**config.mk**
```make
export PLATFORM = sky130hd
export DESIGN_NAME = le_window_extrema
export DESIGN_NICKNAME = d
export VERILOG_FILES = /design/src/rtl/le_pkg.sv /design/src/rtl/le_cell.sv /design/src/rtl/le_window_extrema.sv
export SDC_FILE = /design/constraint.sdc
export NUM_CORES = 1
export LEC_CHECK = 0
export ABC_CLOCK_PERIOD_IN_PS = 3100
export BUFFER_PORTS_ARGS = -buffer_cell sky130_fd_sc_hd__buf_2
export CAP_MARGIN = 0
export CORE_MARGIN = 4
export CORE_UTILIZATION = 35
export DETAILED_ROUTE_END_ITERATION = 7
export GPL_TIMING_DRIVEN = 0
export PLACE_DENSITY = 0.54
export SYNTH_ARGS = -nofsm -noshare
export SYNTH_HDL_FRONTEND = slang
export SYNTH_SLANG_ARGS = --single-unit
```
**constraint.sdc**
```tcl
create_clock -name clk -period 3.1 [get_ports clk]
set_clock_uncertainty 0.2 [all_clocks]
set_input_delay 0.31 -clock clk [delete_from_list [all_inputs] [get_ports clk]]
set_output_delay 0.31 -clock clk [all_outputs]
set_load 0.05 [all_outputs]
```
**src/rtl/le_pkg.sv**
```systemverilog
// Shared definitions for the compare datapath: default operand width and the
// window-extrema controller state encoding.
package le_pkg;

    localparam int LE_WIDTH = 4;

    typedef enum logic {
        COLLECT = 1'b0,
        EMIT    = 1'b1
    } le_ext_state_t;

endpackage : le_pkg

```
**src/rtl/le_cell.sv**
```systemverilog
// LeCell: unsigned "a <= b" comparator, purely combinational.
module LeCell #(
    parameter int WIDTH = le_pkg::LE_WIDTH
) (
    input  logic [WIDTH-1:0] a,
    input  logic [WIDTH-1:0] b,
    output logic             le
);

    assign le = (a <= b);

endmodule : LeCell

```
**src/rtl/le_window_extrema.sv**
```systemverilog
// Streaming window min/max tracker: two LeCell compares per accepted sample,
// result (extrema, first-occurrence indices, count) held until consumed.
module le_window_extrema
    import le_pkg::*;
#(
    parameter  int WIDTH = LE_WIDTH,
    parameter  int WIN   = 8,
    localparam int CW    = $clog2(WIN + 1),
    localparam int IW    = $clog2(WIN)
) (
    input  logic             clk,
    input  logic             rst,
    input  logic             in_valid,
    output logic             in_ready,
    input  logic [WIDTH-1:0] in_data,
    input  logic             flush,
    output logic             out_valid,
    input  logic             out_ready,
    output logic [WIDTH-1:0] out_min,
    output logic [WIDTH-1:0] out_max,
    output logic [IW-1:0]    out_min_idx,
    output logic [IW-1:0]    out_max_idx,
    output logic [CW-1:0]    out_count
);

    localparam logic [CW-1:0] LAST_COUNT = CW'(WIN - 1);

    le_ext_state_t    state, next_state;

    logic [CW-1:0]    count;
    logic [WIDTH-1:0] min_r, max_r;
    logic [IW-1:0]    min_idx_r, max_idx_r;

    logic [CW-1:0]    upd_count;
    logic [WIDTH-1:0] upd_min, upd_max;
    logic [IW-1:0]    upd_min_idx, upd_max_idx;

    logic             accept;
    logic             close_window;
    logic             keep_min, keep_max;

    // keep_min = min <= sample, keep_max = sample <= max; "<=" keeps the
    // earlier index on ties.
    LeCell #(.WIDTH(WIDTH)) u_le_min (
        .a  (min_r),
        .b  (in_data),
        .le (keep_min)
    );

    LeCell #(.WIDTH(WIDTH)) u_le_max (
        .a  (in_data),
        .b  (max_r),
        .le (keep_max)
    );

    assign in_ready  = (state == COLLECT);
    assign out_valid = (state == EMIT);
    assign accept    = in_valid && in_ready;

    // NOTE: every signal assigned in an always_comb gets a default first, so no
    // path can leave it unassigned and infer a latch.
    always_comb begin
        upd_min     = min_r;
        upd_max     = max_r;
        upd_min_idx = min_idx_r;
        upd_max_idx = max_idx_r;
        upd_count   = count;

        if (accept) begin
            upd_count = count + CW'(1);
            if (count == '0) begin
                upd_min     = in_data;
                upd_max     = in_data;
                upd_min_idx = '0;
                upd_max_idx = '0;
            end else begin
                if (!keep_min) begin
                    upd_min     = in_data;
                    upd_min_idx = count[IW-1:0];
                end
                if (!keep_max) begin
                    upd_max     = in_data;
                    upd_max_idx = count[IW-1:0];
                end
            end
        end
    end

    // A flush with an empty window closes nothing unless a sample lands in
    // the same cycle.
    always_comb begin
        close_window = 1'b0;
        next_state   = state;

        case (state)
            COLLECT: begin
                close_window = (accept && (count == LAST_COUNT)) ||
                               (flush && ((count != '0) || accept));
                if (close_window) begin
                    next_state = EMIT;
                end
            end
            EMIT: begin
                if (out_ready) begin
                    next_state = COLLECT;
                end
            end
            default: next_state = COLLECT;
        endcase
    end

    // NOTE: sequential state uses non-blocking assignments only, so every
    // register samples values from before the edge regardless of block order.
    always_ff @(posedge clk or posedge rst) begin
        if (rst) begin
            state       <= COLLECT;
            count       <= '0;
            min_r       <= '0;
            max_r       <= '0;
            min_idx_r   <= '0;
            max_idx_r   <= '0;
            out_min     <= '0;
            out_max     <= '0;
            out_min_idx <= '0;
            out_max_idx <= '0;
            out_count   <= '0;
        end else begin
            state <= next_state;

            if (state == COLLECT) begin
                count     <= upd_count;
                min_r     <= upd_min;
                max_r     <= upd_max;
                min_idx_r <= upd_min_idx;
                max_idx_r <= upd_max_idx;

                if (close_window) begin
                    out_min     <= upd_min;
                    out_max     <= upd_max;
                    out_min_idx <= upd_min_idx;
                    out_max_idx <= upd_max_idx;
                    out_count   <= upd_count;
                end
            end else if (out_ready) begin
                count <= '0;
            end
        end
    end

endmodule : le_window_extrema

```
==> flow_summary.yaml, run 1 <==
global_routing:
  grt_pass1_wl_um: 6200
  grt_pass1_vias: 1289
  grt_remaining_overflow: 0
  grt_max_degree: 22
  grt_usage: 0.127
  antenna_found_initial: 0
routing:
  drt_pass1_iterations: 4
  vias_per_cell: 4.78
  wire_per_inst_um: 13.7
  antenna_left: 0
  drt_iter0_markers: 68
  remaining_drc_errors: 0
  totalWireLength_um: 3600
  vias: 1256
logic_synthesis:
  ys.flop_type: "dfrtp_1"
  synth-seq-cells: 37
  synth.top_cells.by_area: "dfrtp_1, ha_1, mux2i_1, mux2_2, nand2_1"
  ys_seq_area_frac: 0.517
  synth_cell_type_count: 35
  synth_warnings: 0
  synth_top_area_frac: 0.517
  synthCells: 157
  synth.avg_cell_area_um2: 11.4
  yosys.area.top_type: "dfrtp_1"
  async_flop_share: 1.00
  synth_area_um2: 1790
  synth_nets: 176
  synth_edf_count: 0
worst_setup_path:
  startpoint_type: "flop"
  cp.required_ns: 3.08
  rrSetupSlack_ns: 0.61
  worstPathMaxFanout: 7
  path_class: "reg -> reg"
  reg2reg_from: "count[0]"
  cp-end-kind: "flop"
  cp.arrival_ns: 2.47
  r2r_cells: 7
  timing.rr.end: "out_max[0]"
clock_tree:
  cts_root_buffer: "clkbuf_8"
  post-cts-setup-buffer-count: 0
  clk_latency_ns: 0.29
  clockBufferDepth: 2
  cts-resized-gates: 0
  cts_max_level: 2
  numCtsBuffers: 5
  cts_tree: "built"
  cts_sinks: 37
  clk_pin_slew_ns: 0.07
  cts_hold_buffers: 2
timing:
  grt_setup_unrepaired: "false"
  setup_violations: 0
  relSlewSlack: 0.524
  finalCritPeriodShare: 0.804
  slew_viol_final: 0
  worst_pin_slew_ns: 0.714
  setup_tns_ns: 0
  fin_crit_ns: 2.49
  max_freq_mhz: 401
  hold_violations: 0
pwr:
  leakage_nw: 1.03
  power_density_nw_per_um2: 1120
  ir_drop_mv: 0.447
layout:
  nNetsFinal: 214
  n_antenna_cell: 0
  area_growth_pct: 19.8
  final_core_util: 0.442
  final-seq-area_um2: 926
  multi_input_area_um2: 790
  layout-drive-gt1-share: 0.286
  fillCellCount: 476
min_path:
  min_path_type: "in -> reg"
  min_from: "in_data[2]"
  holdPathEnd: "min_r[2]"
  min_path_cells: 2
die:
  die_height_um: 79.5
  start_util: 0.369
  num_rows: 25
  io_pins: 29
  core_area_um2: 4850
  dieArea_um2: 6320
  die_width_um: 79.5
place:
  gp_congestion: 0.839
  dp_hpwl_um: 2830
  place.port_buffers: 28
flow_run:
  max_cap_violations: 0
outcome:
  status: "finished, final reports clean"
registers in the layout, indices dropped and copies added, names as in the netlist:
register	flops
count	4
max_r	4
min_r	4
out_count	4
out_max	4
out_min	4
max_idx_r	3
min_idx_r	3
out_max_idx	3
out_min_idx	3
out_valid	1
power breakdown:
part	switching [mW]	leakage, nW	total [mW]	internal, mW
clock network	0.163	0.0450	0.319	0.156
registers	0.109	0.464	0.803	0.694
logic	0.864	0.516	1.28	0.414
cell usage in the layout, fill, tap and decap left out, types with 2 or more instances in the layout:
| cell | n |
|---|---|
| xnor2_1 | 3 |
| dlygate4sd3_1 | 2 |
| o21ai_1 | 5 |
| clkbuf_1 | 2 |
| nand4_1 | 3 |
| o21ai_2 | 2 |
| mux2i_1 | 8 |
| o21ai_0 | 5 |
| nor2b_1 | 3 |
| a21oi_1 | 5 |
| nand2_1 | 20 |
| mux2_1 | 6 |
| ha_1 | 10 |
| buf_2 | 30 |
| clkbuf_8 | 5 |
| mux2_2 | 7 |
| inv_1 | 14 |
| clkinv_2 | 2 |
| a31oi_4 | 2 |
| nor2_1 | 7 |
| dfrtp_1 | 37 |
cells in the mapped netlist (all sizes together) (3+ instances only):
| master | instances |
|---|---|
| dfrtp | 37 |
| o21ai | 12 |
| ha | 10 |
| xnor2 | 3 |
| a31oi | 3 |
| mux2i | 8 |
| a21oi | 6 |
| nand4 | 3 |
| nor2b | 3 |
| nor2 | 8 |
| mux2 | 13 |
| inv | 14 |
| buf | 3 |
| nand2 | 20 |
per-layer routing:
metal | wire length [um] | track usage
met3 | 219 | 0.0406
met1 | 1650 | 0.157
met4 | 85 | 0.0636
met2 | 1640 | 0.199
met5 | 0 | 0
worst max path at each step:
stage | from | endpoint | slack [ns] | cells after the start
2_1_floorplan | count[0] | out_max[0] | 0.78 | 7
3_3_place_gp | count[0] | out_max[0] | 0.61 | 7
5_1_grt | count[0] | out_min_idx[0] | 0.43 | 9
3_5_place_dp | count[0] | out_max[0] | 0.58 | 7
4_1_cts | count[0] | out_max[0] | 0.58 | 7
6_report | count[0] | out_max[0] | 0.61 | 7
worst max-delay path, cell delays in order (launching register included):
cell and delay (ns):
dfrtp_1 0.38, clkbuf_1 0.19, inv_1 0.10, ha_1 0.15, or3b_4 0.43, a31oi_4 0.27, mux2_1 0.37, mux2_1 0.29
per-stage QoR:
stage / setup slack [ns] / power (mW) / std cells / area [um^2] / hold WS (ns)
floorplan: 0.785 / 1.80 / 157 / 1790 / 0.199
global placement: 0.615 / 2.06 / 252 / 2010 / 0.262
detailed placement: 0.584 / 2.10 / 253 / 2040 / 0.265
CTS: 0.576 / 2.44 / 263 / 2140 / 0.0896
global route: 0.429 / 2.58 / 263 / 2140 / 0.103
finish: 0.606 / 2.40 / 263 / 2140 / 0.0957
layout make-up:
class                   instances  area share
multi-input cells             102       0.368
flip-flops and latches         37       0.432
clock inverters                 2     0.00467
well taps                      67      0.0391
plain buffers                   4     0.00992
inverters                      14      0.0245
clock buffers                   6      0.0339
repair buffers                 31      0.0876
kinds of logic (layout without fill, tap and decap cells):
logic type,count (synthesis),after routing,share of synthesized area
fa+ha+maj,10,10,0.0699
simple gates,40,40,0.111
compound gates,28,28,0.119
mux,21,21,0.127
xor+xnor,3,3,0.0147
buf+inv,18,57,0.0413
flops,37,37,0.517
Note: power is estimated with default switching activity, not from simulation.
==> run 2, diff against run 1 <==
--- a/config.mk
+++ b/config.mk
@@ -5,14 +5,14 @@
 export SDC_FILE = /design/constraint.sdc
 export NUM_CORES = 1
 export LEC_CHECK = 0
-export ABC_CLOCK_PERIOD_IN_PS = 3100
+export ABC_CLOCK_PERIOD_IN_PS = 2110
 export BUFFER_PORTS_ARGS = -buffer_cell sky130_fd_sc_hd__buf_2
 export CAP_MARGIN = 0
 export CORE_MARGIN = 4
 export CORE_UTILIZATION = 35
 export DETAILED_ROUTE_END_ITERATION = 7
 export GPL_TIMING_DRIVEN = 0
-export PLACE_DENSITY = 0.54
+export PLACE_DENSITY = 0.56
 export SYNTH_ARGS = -nofsm -noshare
 export SYNTH_HDL_FRONTEND = slang
 export SYNTH_SLANG_ARGS = --single-unit
==> constraint.sdc (replaced) <==
create_clock -name clk -period 2.11 [get_ports clk]
set_clock_uncertainty 0.2 [all_clocks]
set_input_delay 0.211 -clock clk [delete_from_list [all_inputs] [get_ports clk]]
set_output_delay 0.211 -clock clk [all_outputs]
set_load 0.05 [all_outputs]
==> flow_summary.yaml, run 2 (synthesized netlist as in run 1, its figures left out) <==
timing:
  hold_violations: 0
  setup_tns_ns: -1.01
  finalCritPeriodShare: 1.08
  max_freq_mhz: 440
  worst_pin_slew_ns: 0.805
  grt_setup_unrepaired: "true"
  worst_slack_ns: -0.165
  fin_crit_ns: 2.28
  hold_ws_ns: 0.00591
  slew_viol_final: 0
  setup_violations: 9
  relSlewSlack: 0.463
worst_setup_path:
  timing.rr.end: "out_min[3]"
  cp_common_cell: "mux2_4"
  rrSetupSlack_ns: -0.17
  startpoint_type: "flop"
  cp.arrival_ns: 2.25
  path_cells: "clkbuf_8 > inv_4 > ha_4 > or3b_4 > a31oi_4 > mux2_4 > mux2_4"
  critPathSlowestCell: "or3b_4"
  worstPathMaxFanout: 4
  reg2reg_from: "count[0]"
  r2r_cells: 7
  slowest_delay_ns: 0.41
  cp-end-kind: "flop"
  path_class: "reg -> reg"
  cp.required_ns: 2.09
routing:
  antenna_left: 0
  remaining_drc_errors: 0
  vias: 1282
  wire_per_inst_um: 14.4
  drt_iter0_markers: 35
  totalWireLength_um: 3930
  drt_pass1_iterations: 4
  vias_per_cell: 4.70
place:
  dp_hpwl_um: 2830
  post-place-ws_ns: -0.286
  place.port_buffers: 28
  gp_congestion: 0.873
global_routing:
  antenna_found_initial: 0
  grt_pass1_vias: 1361
  grt_pass1_wl_um: 6410
  grt_max_degree: 21
  grt_remaining_overflow: 0
  grt_usage: 0.133
die:
  io_pins: 29
  die_height_um: 79.5
  die_width_um: 79.5
  start_util: 0.369
  dieArea_um2: 6320
  num_rows: 25
  core_area_um2: 4850
pwr:
  leakage_nw: 1.13
  ir_drop_mv: 0.551
  p_total_mw: 4.03
  power_density_nw_per_um2: 1690
layout:
  mostFrequentLayoutCells: "dfrtp_1, buf_2, nand2_1"
  layout.cells.most_common: "dfrtp_1"
  layout-drive-gt1-share: 0.408
  nNetsFinal: 224
  n_antenna_cell: 0
  area_growth_pct: 32.9
  fillCellCount: 452
clock_tree:
  clk_latency_ns: 0.29
  cts_tree: "built"
  cts_sinks: 37
  cts_root_buffer: "clkbuf_8"
  clk_pin_slew_ns: 0.07
  numCtsBuffers: 5
  clockBufferDepth: 2
  cts_max_level: 2
min_path:
  min_path_type: "in -> reg"
  holdPathEnd: "max_r[0]"
  min_from: "in_data[0]"
  min_path_cells: 2
outcome:
  status: "finished with violations"
  violations: "negative setup slack"
flow_run:
  max_cap_violations: 0
[run 2: cell types whose count changed in the layout (fill, tap and decap cells not counted), sizes merged]
cell / delta
buf: +9
dlygate4sd3: +1
[run 2: worst max path at each step]
stage                          end  slack [ns]      from  cells past startpoint
floorplan               out_min[2]       -0.13  count[0]                      7
global placement    out_max_idx[2]       -0.25  count[1]                      7
detailed placement      out_max[1]       -0.29  count[1]                      7
CTS                     out_min[3]       -0.17  count[0]                      7
global route            out_min[2]       -0.22  count[0]                      7
finish                  out_min[3]       -0.17  count[0]                      7
[run 2: timing repair]
| item | in CTS | in global routing |
|---|---|---|
| gates resized for setup | 18 | 9 |
| hold buffers | 3 | 0 |
| pin swaps | 2 | 1 |
| setup endpoints to repair | 22 | 24 |
| gates cloned | 0 | 1 |
| hold endpoints to repair | 19 | 0 |
| setup buffers | 7 | 1 |
[run 2: routing by layer]
metal | GRT usage | up-vias | wire, um
met1 | 0.173 | 625 | 1830
li1 | - | 634 | -
met2 | 0.204 | 19 | 1900
met3 | 0.0361 | 4 | 139
met4 | 0.0636 | 0 | 61
met5 | 0 | - | 0
[run 2: critical path: cells and delay by family, from the launching register on]
kind                       cells  cell delay (ns)
and+or+nand+nor                1             0.41
buffers and inverters          2             0.19
muxes                          2             0.59
adders and majority gates      1             0.11
DFF                            1             0.39
AOI/OAI and AO/OA              1             0.26
[run 2: final cells by class]
type | instances | area [um^2] | area share
well taps | 67 | 83.8 | 0.0353
flip-flops and latches | 37 | 927 | 0.390
plain buffers | 4 | 43.8 | 0.0184
inverters | 14 | 55.1 | 0.0232
repair buffers | 41 | 280 | 0.118
clock inverters | 2 | 10.0 | 0.00421
multi-input cells | 102 | 905 | 0.381
clock buffers | 6 | 72.6 | 0.0305
[run 2: through the flow]
| stage | cell area (um^2) | instances | utilization |
|---|---|---|---|
| 2_1_floorplan | 1840 | 157 | - |
| 3_3_place_gp | 2070 | 252 | 0.427 |
| 3_5_place_dp | 2100 | 253 | 0.432 |
| 4_1_cts | 2330 | 271 | 0.480 |
| 5_1_grt | 2380 | 273 | 0.490 |
| 6_report | 2380 | 273 | 0.490 |
[run 2: report_power, final]
group / internal, mW / switching (mW)
clock: 0.229 / 0.252
sequential: 1.02 / 0.180
combinational: 0.950 / 1.39
==> run 3, diff against run 2 <==
--- a/config.mk
+++ b/config.mk
@@ -5,14 +5,15 @@
 export SDC_FILE = /design/constraint.sdc
 export NUM_CORES = 1
 export LEC_CHECK = 0
+export ABC_AREA = 1
 export ABC_CLOCK_PERIOD_IN_PS = 2110
 export BUFFER_PORTS_ARGS = -buffer_cell sky130_fd_sc_hd__buf_2
 export CAP_MARGIN = 0
 export CORE_MARGIN = 4
 export CORE_UTILIZATION = 35
 export DETAILED_ROUTE_END_ITERATION = 7
-export GPL_TIMING_DRIVEN = 0
-export PLACE_DENSITY = 0.56
+export GPL_TIMING_DRIVEN = 1
+export PLACE_DENSITY = 0.55
 export SYNTH_ARGS = -nofsm -noshare
 export SYNTH_HDL_FRONTEND = slang
 export SYNTH_SLANG_ARGS = --single-unit
==> flow_summary.yaml, run 3 <==
global_routing:
  antenna_found_initial: 0
  grt_remaining_overflow: 0
  grt_usage: 0.146
  grt_pass1_vias: 1498
  grt_pass1_wl_um: 7310
  grt_max_degree: 38
place:
  dp_hpwl_um: 3040
  place.port_buffers: 28
  dp.cells: 324
  dpl_cell_area_um2: 2130
  gp_congestion: 0.780
routing:
  wire_per_inst_um: 12.6
  drt_pass1_iterations: 4
  vias: 1522
  vias_per_cell: 4.57
  totalWireLength_um: 4190
  antenna_left: 0
  drt_iter0_markers: 100
  remaining_drc_errors: 0
layout:
  postLayoutCellArea_um2: 2260
  area_growth_pct: 18.6
  layout-drive-gt1-share: 0.205
  nNetsFinal: 281
  fillCellCount: 552
  n_antenna_cell: 0
  mostFrequentLayoutCells: "nand2_1, dfrtp_1, inv_1, buf_2, nand3_1"
  layout.cells.most_common: "nand2_1"
  final_core_util: 0.434
  layout.cells.non_filler: 333
logic_synthesis:
  synth_most_common_cell: "nand2_1"
  synth_warnings: 0
  ys_seq_area_frac: 0.487
  synth_area_um2: 1900
  yosys-top-cells-count: "nand2_1, dfrtp_1, inv_1"
  synth_edf_count: 0
  synth.avg_cell_area_um2: 8.50
  yosys.area.top_type: "dfrtp_1"
  synthCells: 224
  async_flop_share: 1.00
  synth_top_area_frac: 0.487
  synth_cell_type_count: 26
  synth-seq-cells: 37
  synth_nets: 243
  ys.flop_type: "dfrtp_1"
  synth.top_cells.by_area: "dfrtp_1, nand2_1, ha_1, nand3_1, inv_1"
die:
  num_rows: 26
  die_width_um: 81.7
  dieArea_um2: 6680
  die_height_um: 81.7
  start_util: 0.366
  core_area_um2: 5200
  io_pins: 29
worst_setup_path:
  startpoint_type: "flop"
  worstPathMaxFanout: 8
  path_cells: "ha_1 > nand2_1 > nor2_1 > nor2_1 > nand2_2 > nand2_2 > nand2_1 > nand3_1 > nand2_1"
  path_class: "reg -> reg"
  critPathSlowestCell: "dfrtp_1"
  reg2reg_from: "min_r[3]"
  cp_common_cell: "nand2_1"
  critPathBufInv: 0
  rrSetupSlack_ns: 0.18
  cp-end-kind: "flop"
  slowest_delay_ns: 0.39
  cp.arrival_ns: 1.92
  critPathLaunch: "min_r[3]"
  cp.required_ns: 2.10
  worst_path_dominant_cell_family: "simple AND/OR/NAND/NOR gates"
min_path:
  min_path_type: "in -> reg"
  min_from: "out_ready"
flow_run:
  max_cap_violations: 0
clock_tree:
  cts_sinks: 37
  cts_root_buffer: "clkbuf_8"
  cts_tree: "built"
  cts-resized-gates: 0
  clockBufferDepth: 2
  cts_hold_buffers: 1
  cts_max_level: 2
  clk_latency_ns: 0.30
  clk_pin_slew_ns: 0.07
  post-cts-setup-buffer-count: 0
  numCtsBuffers: 5
pwr:
  ir_drop_mv: 0.802
  p_total_mw: 3.92
  power_density_nw_per_um2: 1740
  leakage_nw: 1.26
timing:
  relSlewSlack: 0.675
  setup_tns_ns: 0
  max_freq_mhz: 518
  finalCritPeriodShare: 0.915
  slew_viol_final: 0
  grt_setup_unrepaired: "false"
  fin_crit_ns: 1.93
  setup_violations: 0
  hold_violations: 0
  worst_pin_slew_ns: 0.487
outcome:
  status: "finished, final reports clean"
## run 3: cell count changes after synthesis, moves of 4 or more
cell	change
nand3_1	+24
nand2_2	+4
nand2_1	+53
and3_1	+4
o21ai_1	-5
mux2_1	-6
inv_1	+14
and2_1	+9
mux2_2	-7
mux2i_1	-8
## run 3: metrics by stage
| stage | hold WS [ns] | worst slack, ns |
|---|---|---|
| 2_1_floorplan | 0.191 | 0.00918 |
| 3_3_place_gp | 0.160 | 0.188 |
| 3_5_place_dp | 0.160 | 0.147 |
| 4_1_cts | 0.0242 | 0.174 |
| 5_1_grt | 0.0452 | 0.00738 |
| 6_report | 0.0236 | 0.179 |
## run 3: cell families after synthesis
| logic type | share of synthesized area |
|---|---|
| buffers and inverters | 0.0927 |
| DFF | 0.487 |
| AOI/OAI and AO/OA | 0.0322 |
| xor gates and xnor gates | 0.0138 |
| adders and majority gates | 0.0657 |
| and+or+nand+nor | 0.309 |
## run 3: power breakdown
part	internal, mW	leakage [nW]	total [mW]	switching [mW]
clock	0.385	0.0585	0.640	0.254
sequential	1.02	0.458	1.17	0.146
combinational	0.617	0.740	2.11	1.50
total	2.02	1.26	3.92	1.90
## run 3: cell type report
class | count | area [um^2] | share of cell area
clock buffers | 7 | 86.3 | 0.0382
clock inverters | 1 | 30.0 | 0.0133
inverters | 31 | 124 | 0.0549
multi-input cells | 151 | 801 | 0.355
flip-flops and latches | 37 | 926 | 0.410
well taps | 70 | 87.6 | 0.0388
repair buffers | 36 | 203 | 0.0898
## run 3: path summary, 6_finish.rpt
path,end,cells past startpoint
max,out_min[1],9
max reg2reg,out_min[1],9
min,out_valid,3
max in group asynchronous,min_idx_r[0],4
min in group asynchronous,out_max_idx[0],4
min reg2reg,out_count[1],2
## run 3: worst register-to-register path, cell delays in order (launching register included)
cell and delay, ns:
dfrtp_1 0.39, ha_1 0.29, nand2_1 0.09, nor2_1 0.05, nor2_1 0.24, nand2_2 0.21
nand2_2 0.13, nand2_1 0.07, nand3_1 0.09, nand2_1 0.06
## run 3: routing by layer
metal | track usage | wire length [um] | vias up
li1 | - | - | 787
met1 | 0.214 | 2180 | 702
met2 | 0.205 | 1760 | 26
met3 | 0.0439 | 189 | 7
met5 | 0 | 0 | -
met4 | 0.0449 | 57 | 0
